===== src/rtl/timer_pkg.sv =====
// Shared types and helpers for the timer scheduler.
// Provides: FSM state enum, default widths, round-robin pick and pointer-advance functions.
// Optional feature macro: TIMER_SCHED_PRESCALE_EN (adds the prescaler width default).
package timer_pkg;

    localparam int unsigned NREQ_DEF  = 4;
    localparam int unsigned CNT_W_DEF = 16;
`ifdef TIMER_SCHED_PRESCALE_EN
    localparam int unsigned PRE_W_DEF = 8;
`endif
    localparam int unsigned MAX_REQ   = 8;
    localparam int unsigned IDX_W     = 3;

    typedef enum logic [1:0] {
        IDLE = 2'd0,
        LOAD = 2'd1,
        RUN  = 2'd2,
        DONE = 2'd3
    } state_e;

    typedef struct packed {
        logic             valid;
        logic [IDX_W-1:0] idx;
    } rr_pick_t;

    // First asserted request at or after ptr, wrapping modulo n.
    function automatic rr_pick_t rr_pick(input logic [IDX_W-1:0] ptr,
                                         input logic [MAX_REQ-1:0] req,
                                         input int unsigned n);
        rr_pick_t    r;
        int unsigned j;
        r = '0;
        for (int unsigned i = 0; i < MAX_REQ; i++) begin
            j = 32'(ptr) + i;
            if (j >= n) j = j - n;
            if (i < n && !r.valid && req[j[IDX_W-1:0]]) begin
                r.valid = 1'b1;
                r.idx   = IDX_W'(j);
            end
        end
        return r;
    endfunction

    // Index after idx, wrapping modulo n.
    function automatic logic [IDX_W-1:0] rr_next(input logic [IDX_W-1:0] idx,
                                                 input int unsigned n);
        return (32'(idx) + 32'd1 >= n) ? IDX_W'(0) : idx + IDX_W'(1);
    endfunction

endpackage


===== src/rtl/timer_scheduler_if.sv =====
// Request/grant bundle between requesters and the timer scheduler.
// Signals: req (per-requester level), dur (packed durations), grant (one-hot owner),
// done (expiry pulse), busy, count (live counter), prescale (only with TIMER_SCHED_PRESCALE_EN).
// master = requester side, slave = scheduler side.
interface timer_scheduler_if
    import timer_pkg::*;
#(
    parameter int unsigned NREQ  = NREQ_DEF,
    parameter int unsigned CNT_W = CNT_W_DEF
`ifdef TIMER_SCHED_PRESCALE_EN
    ,
    parameter int unsigned PRE_W = PRE_W_DEF
`endif
) ();

    logic [NREQ-1:0]       req;
    logic [NREQ*CNT_W-1:0] dur;
    logic [NREQ-1:0]       grant;
    logic [NREQ-1:0]       done;
    logic                  busy;
    logic [CNT_W-1:0]      count;
`ifdef TIMER_SCHED_PRESCALE_EN
    logic [PRE_W-1:0]      prescale;

    modport master (output req, dur, prescale, input grant, done, busy, count);
    modport slave  (input req, dur, prescale, output grant, done, busy, count);
`else
    modport master (output req, dur, input grant, done, busy, count);
    modport slave  (input req, dur, output grant, done, busy, count);
`endif

endinterface


===== src/rtl/timer_core.sv =====
// Shared down-counter with optional prescaler.
// Ports: clk, rst (sync, active-high), load/load_val (preset count), run (count enable),
//        prescale (only with TIMER_SCHED_PRESCALE_EN), count (live value),
//        expire (combinational: a tick lands while count==1).
// Optional feature macro: TIMER_SCHED_PRESCALE_EN.
module timer_core #(
    parameter int unsigned CNT_W = 16
`ifdef TIMER_SCHED_PRESCALE_EN
    ,
    parameter int unsigned PRE_W = 8
`endif
) (
    input  logic             clk,
    input  logic             rst,
    input  logic             load,
    input  logic [CNT_W-1:0] load_val,
    input  logic             run,
`ifdef TIMER_SCHED_PRESCALE_EN
    input  logic [PRE_W-1:0] prescale,
`endif
    output logic [CNT_W-1:0] count,
    output logic             expire
);

    logic tick;

`ifdef TIMER_SCHED_PRESCALE_EN
    logic [PRE_W-1:0] pre;

    // Prescaler restarts on load and on every tick; prescale is compared live.
    assign tick = (pre == prescale);

    always_ff @(posedge clk) begin
        if (rst || load) begin
            pre <= '0;
        end else if (run) begin
            pre <= tick ? '0 : pre + PRE_W'(1);
        end
    end
`else
    assign tick = 1'b1;
`endif

    assign expire = run && tick && (count == CNT_W'(1));

    // Count holds whenever run is low, which is how an abort freezes it.
    always_ff @(posedge clk) begin
        if (rst) begin
            count <= '0;
        end else if (load) begin
            count <= load_val;
        end else if (run && tick && (count != '0)) begin
            count <= count - CNT_W'(1);
        end
    end

endmodule


===== src/rtl/timer_scheduler.sv =====
// Round-robin scheduler sharing one down-counting timer between NREQ requesters.
// Ports: clk, rst (sync, active-high), bus (timer_scheduler_if.slave: req, dur, grant,
//        done, busy, count, and prescale when TIMER_SCHED_PRESCALE_EN is defined).
// Optional feature macro: TIMER_SCHED_PRESCALE_EN (prescaled ticks).
module timer_scheduler
    import timer_pkg::*;
#(
    parameter int unsigned NREQ  = NREQ_DEF,
    parameter int unsigned CNT_W = CNT_W_DEF
`ifdef TIMER_SCHED_PRESCALE_EN
    ,
    parameter int unsigned PRE_W = PRE_W_DEF
`endif
) (
    input  logic         clk,
    input  logic         rst,
    timer_scheduler_if.slave bus
);

    state_e           state, next_state;
    logic [IDX_W-1:0] owner, owner_nxt;
    logic [IDX_W-1:0] ptr, ptr_nxt;
    logic [NREQ-1:0]  grant_q, grant_nxt;
    logic [NREQ-1:0]  done_q, done_nxt;
    logic             busy_q, busy_nxt;

    logic [MAX_REQ-1:0] req_pad;
    logic [CNT_W-1:0]   dur_arr [MAX_REQ];
    logic [CNT_W-1:0]   load_val;
    logic               owner_req;
    logic               load;
    logic               run;
    logic               expire;
    rr_pick_t           pick;

    // Pad request/duration vectors to MAX_REQ so the owner index needs no width juggling.
    assign req_pad = MAX_REQ'(bus.req);

    for (genvar g = 0; g < MAX_REQ; g++) begin : g_dur
        if (g < NREQ) begin : g_used
            assign dur_arr[g] = bus.dur[g*CNT_W +: CNT_W];
        end else begin : g_pad
            assign dur_arr[g] = '0;
        end
    end

    assign pick      = rr_pick(ptr, req_pad, NREQ);
    assign owner_req = req_pad[owner];
    assign load_val  = dur_arr[owner];
    // Owner dropping req suppresses both load and counting (abort holds count).
    assign load      = (state == LOAD) && owner_req;
    assign run       = (state == RUN) && owner_req;

    timer_core #(
        .CNT_W (CNT_W)
`ifdef TIMER_SCHED_PRESCALE_EN
        ,
        .PRE_W (PRE_W)
`endif
    ) u_core (
        .clk      (clk),
        .rst      (rst),
        .load     (load),
        .load_val (load_val),
        .run      (run),
`ifdef TIMER_SCHED_PRESCALE_EN
        .prescale (bus.prescale),
`endif
        .count    (bus.count),
        .expire   (expire)
    );

    // State register plus registered outputs.
    always_ff @(posedge clk) begin
        if (rst) begin
            state   <= IDLE;
            owner   <= '0;
            ptr     <= '0;
            grant_q <= '0;
            done_q  <= '0;
            busy_q  <= 1'b0;
        end else begin
            state   <= next_state;
            owner   <= owner_nxt;
            ptr     <= ptr_nxt;
            grant_q <= grant_nxt;
            done_q  <= done_nxt;
            busy_q  <= busy_nxt;
        end
    end

    // Next-state, arbitration and pointer advance.
    always_comb begin
        next_state = state;
        owner_nxt  = owner;
        ptr_nxt    = ptr;
        case (state)
            IDLE: begin
                if (pick.valid) begin
                    next_state = LOAD;
                    owner_nxt  = pick.idx;
                end
            end
            LOAD: begin
                if (!owner_req) begin
                    next_state = IDLE;
                    ptr_nxt    = rr_next(owner, NREQ);
                end else if (load_val == '0) begin
                    next_state = DONE;
                end else begin
                    next_state = RUN;
                end
            end
            RUN: begin
                if (!owner_req) begin
                    next_state = IDLE;
                    ptr_nxt    = rr_next(owner, NREQ);
                end else if (expire) begin
                    next_state = DONE;
                end
            end
            DONE: begin
                next_state = IDLE;
                ptr_nxt    = rr_next(owner, NREQ);
            end
            default: next_state = IDLE;
        endcase
    end

    // Output decode from the upcoming state so grant/done/busy register in step with it.
    always_comb begin
        grant_nxt = '0;
        done_nxt  = '0;
        busy_nxt  = 1'b0;
        if (next_state != IDLE) begin
            grant_nxt = NREQ'(1) << owner_nxt;
            busy_nxt  = 1'b1;
        end
        if (next_state == DONE) begin
            done_nxt = grant_nxt;
        end
    end

    assign bus.grant = grant_q;
    assign bus.done  = done_q;
    assign bus.busy  = busy_q;

endmodule


===== src/flat_wrapper.sv =====
// flat-port wrapper written by rule: the top's interface ports become plain ports
module timer_scheduler_flat import timer_pkg::*;
#(
    parameter int unsigned NREQ  = NREQ_DEF,
    parameter int unsigned CNT_W = CNT_W_DEF

)
  (clk, rst, bus_req, bus_dur, bus_grant, bus_done, bus_busy, bus_count);
  timer_scheduler_if #(.NREQ(NREQ), .CNT_W(CNT_W)) bus_i ();
  input  logic clk;
  input  logic rst;
  input wire logic [$bits(bus_i.req)-1:0] bus_req;
  input wire logic [$bits(bus_i.dur)-1:0] bus_dur;
  output wire logic [$bits(bus_i.grant)-1:0] bus_grant;
  output wire logic [$bits(bus_i.done)-1:0] bus_done;
  output wire logic [$bits(bus_i.busy)-1:0] bus_busy;
  output wire logic [$bits(bus_i.count)-1:0] bus_count;
  assign bus_i.req = bus_req;
  assign bus_i.dur = bus_dur;
  assign bus_grant = bus_i.grant;
  assign bus_done = bus_i.done;
  assign bus_busy = bus_i.busy;
  assign bus_count = bus_i.count;
  timer_scheduler #(.NREQ(NREQ), .CNT_W(CNT_W)) u_core (.clk(clk), .rst(rst), .bus(bus_i));
endmodule

===== config.mk =====
export PLATFORM = sky130hd
export DESIGN_NAME = timer_scheduler_flat
export DESIGN_NICKNAME = d
export VERILOG_FILES = /design/src/rtl/timer_pkg.sv /design/src/rtl/timer_scheduler_if.sv /design/src/rtl/timer_core.sv /design/src/rtl/timer_scheduler.sv /design/src/flat_wrapper.sv
export SDC_FILE = /design/constraint.sdc
export NUM_CORES = 1
export LEC_CHECK = 0
export CORE_MARGIN = 5
export CORE_UTILIZATION = 46
export CTS_BUF_LIST = sky130_fd_sc_hd__clkbuf_8
export CTS_CLUSTER_DIAMETER = 30
export DETAILED_ROUTE_END_ITERATION = 6
export GPL_ROUTABILITY_DRIVEN = 0
export PLACE_DENSITY_LB_ADDON = 0.25
export SLEW_MARGIN = 0
export SYNTH_ARGS = -nofsm -noshare
export SYNTH_HDL_FRONTEND = slang
export SYNTH_SLANG_ARGS = --single-unit

===== constraint.sdc =====
create_clock -name clk -period 3.9 [get_ports clk]
set_clock_uncertainty 0.15 [all_clocks]
set_input_delay 0.78 -clock clk [delete_from_list [all_inputs] [get_ports clk]]
set_output_delay 0.78 -clock clk [all_outputs]
set_load 0.03 [all_outputs]

# --- Word level (Yosys, flattened, before mapping) ---
# Cells that the tools add are included.
# W data, S select, Z words.
classes:
  reduce_logical: 19
  n_addsub: 10
  bitwise: 2
  shift: 1
  magnitude_cmp: 11
  n_eq_ne: 6
  mux: 36
op_table:
  columns: ["op", "count"]
  rows:
  - ["$mux W16", 4]
  - ["$bmux W16 S3", 1]
  - ["$ge A32 B3 Y1 const B", 1]
  - ["$mux W3", 8]
  - ["$lt A3 B4 Y1 const B", 5]
  - ["$mux W4", 5]
  - ["$eq A16 B1 Y1 const B", 1]
  - ["$logic_not A16 Y1", 1]
  - ["$reduce_bool A16 Y1", 1]
  - ["$sub A16 B1 Y16 const B", 1]
  - ["$bmux W1 S3", 5]
  - ["$ge A4 B3 Y1 const B", 3]
  - ["$sub A3 B3 Y3 const B", 4]
  - ["$add A3 B1 Y4 const B", 2]
  - ["$add A3 B2 Y4 const B", 2]
  - ["$mux W2", 4]
  - ["$pmux W2 S4", 1]
  - ["$logic_and A1 B1 Y1", 7]
  - ["$mux W1", 7]
  - ["$eq A2 B2 Y1 const B", 3]
  - ["$pmux W3 S2", 1]
  - ["$reduce_bool A2 Y1", 3]
  - ["$ge A4 B4 Y1 const B", 1]
  - ["$not A3 Y4", 1]
  - ["other kinds (10)", 13]
totals:
  input_bits: 70
  ff_bits: 33
  word_cells: 92
  output_inout_bits: 25

# --- Logic depth before layout (Yosys ltp) ---
depth:
  depth_word: 19
  ltp_mapped: 10
  depth_no_buf: 8

# --- Modules after synthesis ---
# A second synthesis with hierarchy kept.
hier_totals:
  cells_unflattened: 293
  area_unflattened_um2: 2616.3
modules_own_cells:
  columns: ["mod", "seq_area_each_um2", "area_each_um2", "cells_each", "instances"]
  rows:
  - ["timer_scheduler", 340.3, 1569.0, 161, 1]
  - ["timer_core", 320.3, 1047.3, 132, 1]

# --- Worst setup path after synthesis ---
# Ideal clock, no wire load.
synth_path:
  kind: "register to register"
  start: "reg u_core.ptr[0]"
  end: "reg u_core.done_q[0], in the netlist u_core.bus.done[0]"
  path_buffers: 2
  setup_time_ps: 96
  period_less_slack_ps: 3480
  t_required_ps: 3654
  slack_ps: 420
  arrival_ps: 3234
  stages_incl_launch_ff: 11
  cell_sequence: "dfxtp_1 > clkbuf_1 > inv_1 > ha_1 > clkbuf_1 > mux4_2 > a21o_1 > a211oi_1 > nand2b_1 > mux2_2 > nor4b_1"
synth_via:
  elab_chain_len: 19
  elab_cells_between_ends: 43
  classes_between: "add/sub (7); order compare (4); eq/ne (1); shift (1); mux (21); bitwise (1); reduce/logical (8)"
synth_lines:
  columns: ["element", "line", "source"]
  rows:
  - ["start, declared", "timer_scheduler.sv:22", "logic [IDX_W-1:0] ptr, ptr_nxt;"]
  - ["start signal, assigned", "timer_scheduler.sv:85", "ptr <= ptr_nxt;"]
  - ["branches (longest 13 deep; another with $add A3 B1 Y4)", null, null]
  - ["$mux W4 *", "timer_pkg.sv:36", "if (i < n && !r.valid && req[j[IDX_W-1:0]]) begin"]
  - ["$mux W2", "timer_scheduler.sv:99", "if (pick.valid) begin"]
  - ["$pmux W2 S4", "timer_scheduler.sv:97", "case (state)"]
  - ["$eq A2 B2 Y1", "timer_scheduler.sv:139", "if (next_state == DONE) begin"]
  - ["$not A1 Y1 (no line)", null, null]
  - ["$reduce_or A2 Y1 (no line)", null, null]
  - ["end signal, assigned", "timer_scheduler.sv:87", "done_q <= done_nxt;"]
  - ["end, declared", "timer_scheduler.sv:24", "logic [NREQ-1:0] done_q, done_nxt;"]
# Mark *: on every way between the ends. The select of a mux whose other input is x is not followed.
# A chain may end at the register's enable or synchronous reset.

# --- Final worst setup path ---
layout_path:
  start: "reg u_core.ptr[1]"
  end: "reg u_core.done_q[0], in the netlist u_core.bus.done[0]"
# The elaborated chain is that of the path after synthesis.

==> out/metrics.csv <==
metric;value;unit
status;finished, final reports clean;
count of flip-flops with a built-in enable after synthesis;0;
Power Total;1.35;mW
Max Root-Sink Buffers;2;
Slew Limit Fails;0;
Finished Core Util;0.690;
Cell Rows;26;
area inside the core boundary;0.00514;mm2
Min-Delay Path Class;reg -> reg;
residual antenna-violating net count after detailed routing;0;
Placement Cell Area;0.00345;mm2
average instance area after synthesis;9.01;um2
max-capacitance violation count;0;
setup repair after global routing missed its margin;no;
Worst Max-Slew Pin Slew;0.855;ns
antenna diode count;0;
full die area;0.00688;mm2
path depth of the worst reg2reg path;8;
cell leakage power;1.26;nW
routed via count;2564;
synthesized flop and latch total;33;
final design instance area without fill;0.00355;mm2
drt initial violations;181;
highest-delay cell along the critical path;mux4_2;
destination of the worst register-to-register timing path;u_core.bus.done[0];
R2R Setup Slk;0.38;ns
number of iterations in the first detailed-routing pass;6;
routed vias/inst;5.91;
post-layout minimum cycle time;3.52;ns
synth cell count leaders;33 x dfxtp_1, 26 x a21oi_1, 25 x nor2_1;
DP Cell Count;426;
normalized max-slew margin;0.429;
count of placed standard cells in the final layout, fillers left out;434;
slack of the critical path;0.381;ns
Port Buffer Count;94;
sequential fraction of design power;0.306;
number of synthesis warnings;0;
number of global-route vias before repair;2468;
post-cts resize count;0;
worst ir drop on vdd;0.000149;V
internal portion of total power;0.843;mW
post-detail-place hpwl;5670;um
DRC violations left;0;
CTS buffer count;5;
most frequent cell after synthesis;dfxtp_1;
number of buffers added for setup after CTS;0;
area of the mapped netlist;0.00245;mm2
TNS Setup;0;ns
worst skew pair latency;0.28;ns
effective utilization at floorplan;0.477;
CTS Hold Buffers Added;0;
maximum fanout along the worst path;10;
WL per Instance;16.2;um
switching portion of total power;0.374;
required time at the worst-slack endpoint;3.94;ns
share of the synthesized area in the top cell type;0.270;
maximum number of pins on one net before global-route repair;24;
worst slack, placed;0.323;ns
highest cell delay on the worst timing path;0.58;ns
cell-by-cell listing of the critical path;inv_1 > ha_1 > mux4_2 > a21o_1 > a211oi_1 > nand2b_1 > mux2_2 > nor4b_1;
kind of launch point of the worst setup path;flop;
Critical Setup Path Class;reg -> reg;
initial antenna violation count;0;
share of total power in combinational logic;0.483;
first-pass GRT wire length;11700;um
cell types occupying the most area after synthesis;dfxtp_1 27%, mux4_2 17%, ha_1 5.6%;
Detailed Route WL;7050;um
Critical path origin;u_core.ptr[1];
count of clock tree sinks;33;
Min Hold Slack;0.341;ns
root buffer cell;clkbuf_8;
capturing element of the worst setup path;u_core.bus.done[0];
Setup crit end kind;flop;
startpoint of the lowest-slack hold path;u_core.u_core.count[7];
ratio of total power to cell area;380;mW/mm2
dominant cell type by area after synthesis;dfxtp_1;
CTS HTree Levels;2;
sequential element share of the synthesized area;0.270;
Fin. Hold Viols;0;
IO Pins;95;
most common flop cell mapped by yosys;dfxtp_1;
share of async-settable or async-resettable flops after synthesis;0;
part of the total power dissipated in the clock network;0.211;
total nets after synthesis;353;
Die Wd;83.0;um
Final setup viols;0;
Psw;0.504;mW
CTS clock-pin slew for the worst setup and hold paths;0.07;ns
arrival time at the worst endpoint;3.55;ns
Yosys cell types;49;
cell count after synthesis;272;
share of final-layout standard cells stronger than drive strength 1;0.110;
Achievable Freq;284;MHz
Total GRT Usage;0.204;
total number of nets in the final design;444;
height of the die;83.0;um
Synth-to-Final Area Change;44.8;%
critical register-to-register path startpoint;u_core.ptr[1];
CTS tree;done;
remaining global-route overflow;0;
period utilisation layout;0.902;
final cells by class:
type	instances	area [um2]
multi-input cells	208	1650
fillers	437	1590
repair buffers	101	993
flip-flops and latches	33	661
clock buffers	7	96.3
well taps	70	87.6
inverters	14	52.6
clock inverters	1	5.00
registers in the layout, indices dropped and copies added, names as in the netlist:
signal / count
u_core.owner: 3
u_core.state: 2
u_core.bus.done: 4
u_core.u_core.count: 16
u_core.ptr: 3
u_core.bus.grant: 4
u_core.bus.busy: 1
power by group through the flow:
stage | registers, mW | clock network (mW) | logic, mW
3_5_place_dp | 0.420 | 0 | 0.645
2_1_floorplan | 0.455 | 0 | 0.395
3_3_place_gp | 0.418 | 0 | 0.632
6_report | 0.413 | 0.284 | 0.651
5_1_grt | 0.419 | 0.303 | 0.705
4_1_cts | 0.412 | 0.285 | 0.649
critical path: cells and delay by family (launching register included):
| kind | cells | cell delay, ns |
|---|---|---|
| mux | 2 | 0.97 |
| compound gates | 2 | 0.62 |
| simple gates | 2 | 0.53 |
| fa+ha+maj | 1 | 0.51 |
| flops | 1 | 0.50 |
| buf+inv | 1 | 0.13 |
placed cells by master, fill, tap and decap left out, types with 3 or more instances in the layout:
master,netlist,routed
a211oi_1,3,3
a21oi_1,26,26
a22oi_1,3,3
a31oi_1,4,4
a32oi_1,5,5
and2_1,3,3
buf_4,0,7
clkbuf_8,0,7
clkdlybuf4s50_1,0,94
dfxtp_1,33,33
ha_1,11,11
inv_1,14,14
mux2i_1,8,8
mux4_2,19,19
nand2_1,13,13
nand2b_1,6,6
nand3_1,4,4
nand4_1,3,3
nor2_1,25,25
nor3_1,7,7
nor4_1,10,10
nor4b_1,5,5
o21ai_0,17,17
o21bai_1,3,3
or4_1,4,4
xor2_1,3,3
kinds of logic after synthesis:
logic type | share of synthesized area
XOR/XNOR | 0.0143
AND/OR/NAND/NOR | 0.205
AO/OA/AOI/OAI | 0.187
multiplexers | 0.212
adder cells (fa/ha/maj) | 0.0562
flip-flops | 0.270
buffers and inverters | 0.0557
how the worst min path moves through the flow:
stage,to,slack [ns],depth (start not counted)
5_1_grt,u_core.u_core.count[7],0.37,2
6_report,u_core.u_core.count[7],0.34,2
3_5_place_dp,u_core.u_core.count[7],0.34,2
2_1_floorplan,u_core.ptr[2],0.38,1
4_1_cts,u_core.u_core.count[7],0.35,2
3_3_place_gp,u_core.u_core.count[10],0.34,2
per-layer routing:
layer | track usage | routed length [um] | vias up
met5 | 0 | 0 | -
met4 | 0.0550 | 107 | 0
met3 | 0.0604 | 692 | 10
met2 | 0.343 | 3440 | 120
met1 | 0.254 | 2810 | 1198
li1 | - | - | 1236
No activity file was read; power rests on OpenSTA's default activity.
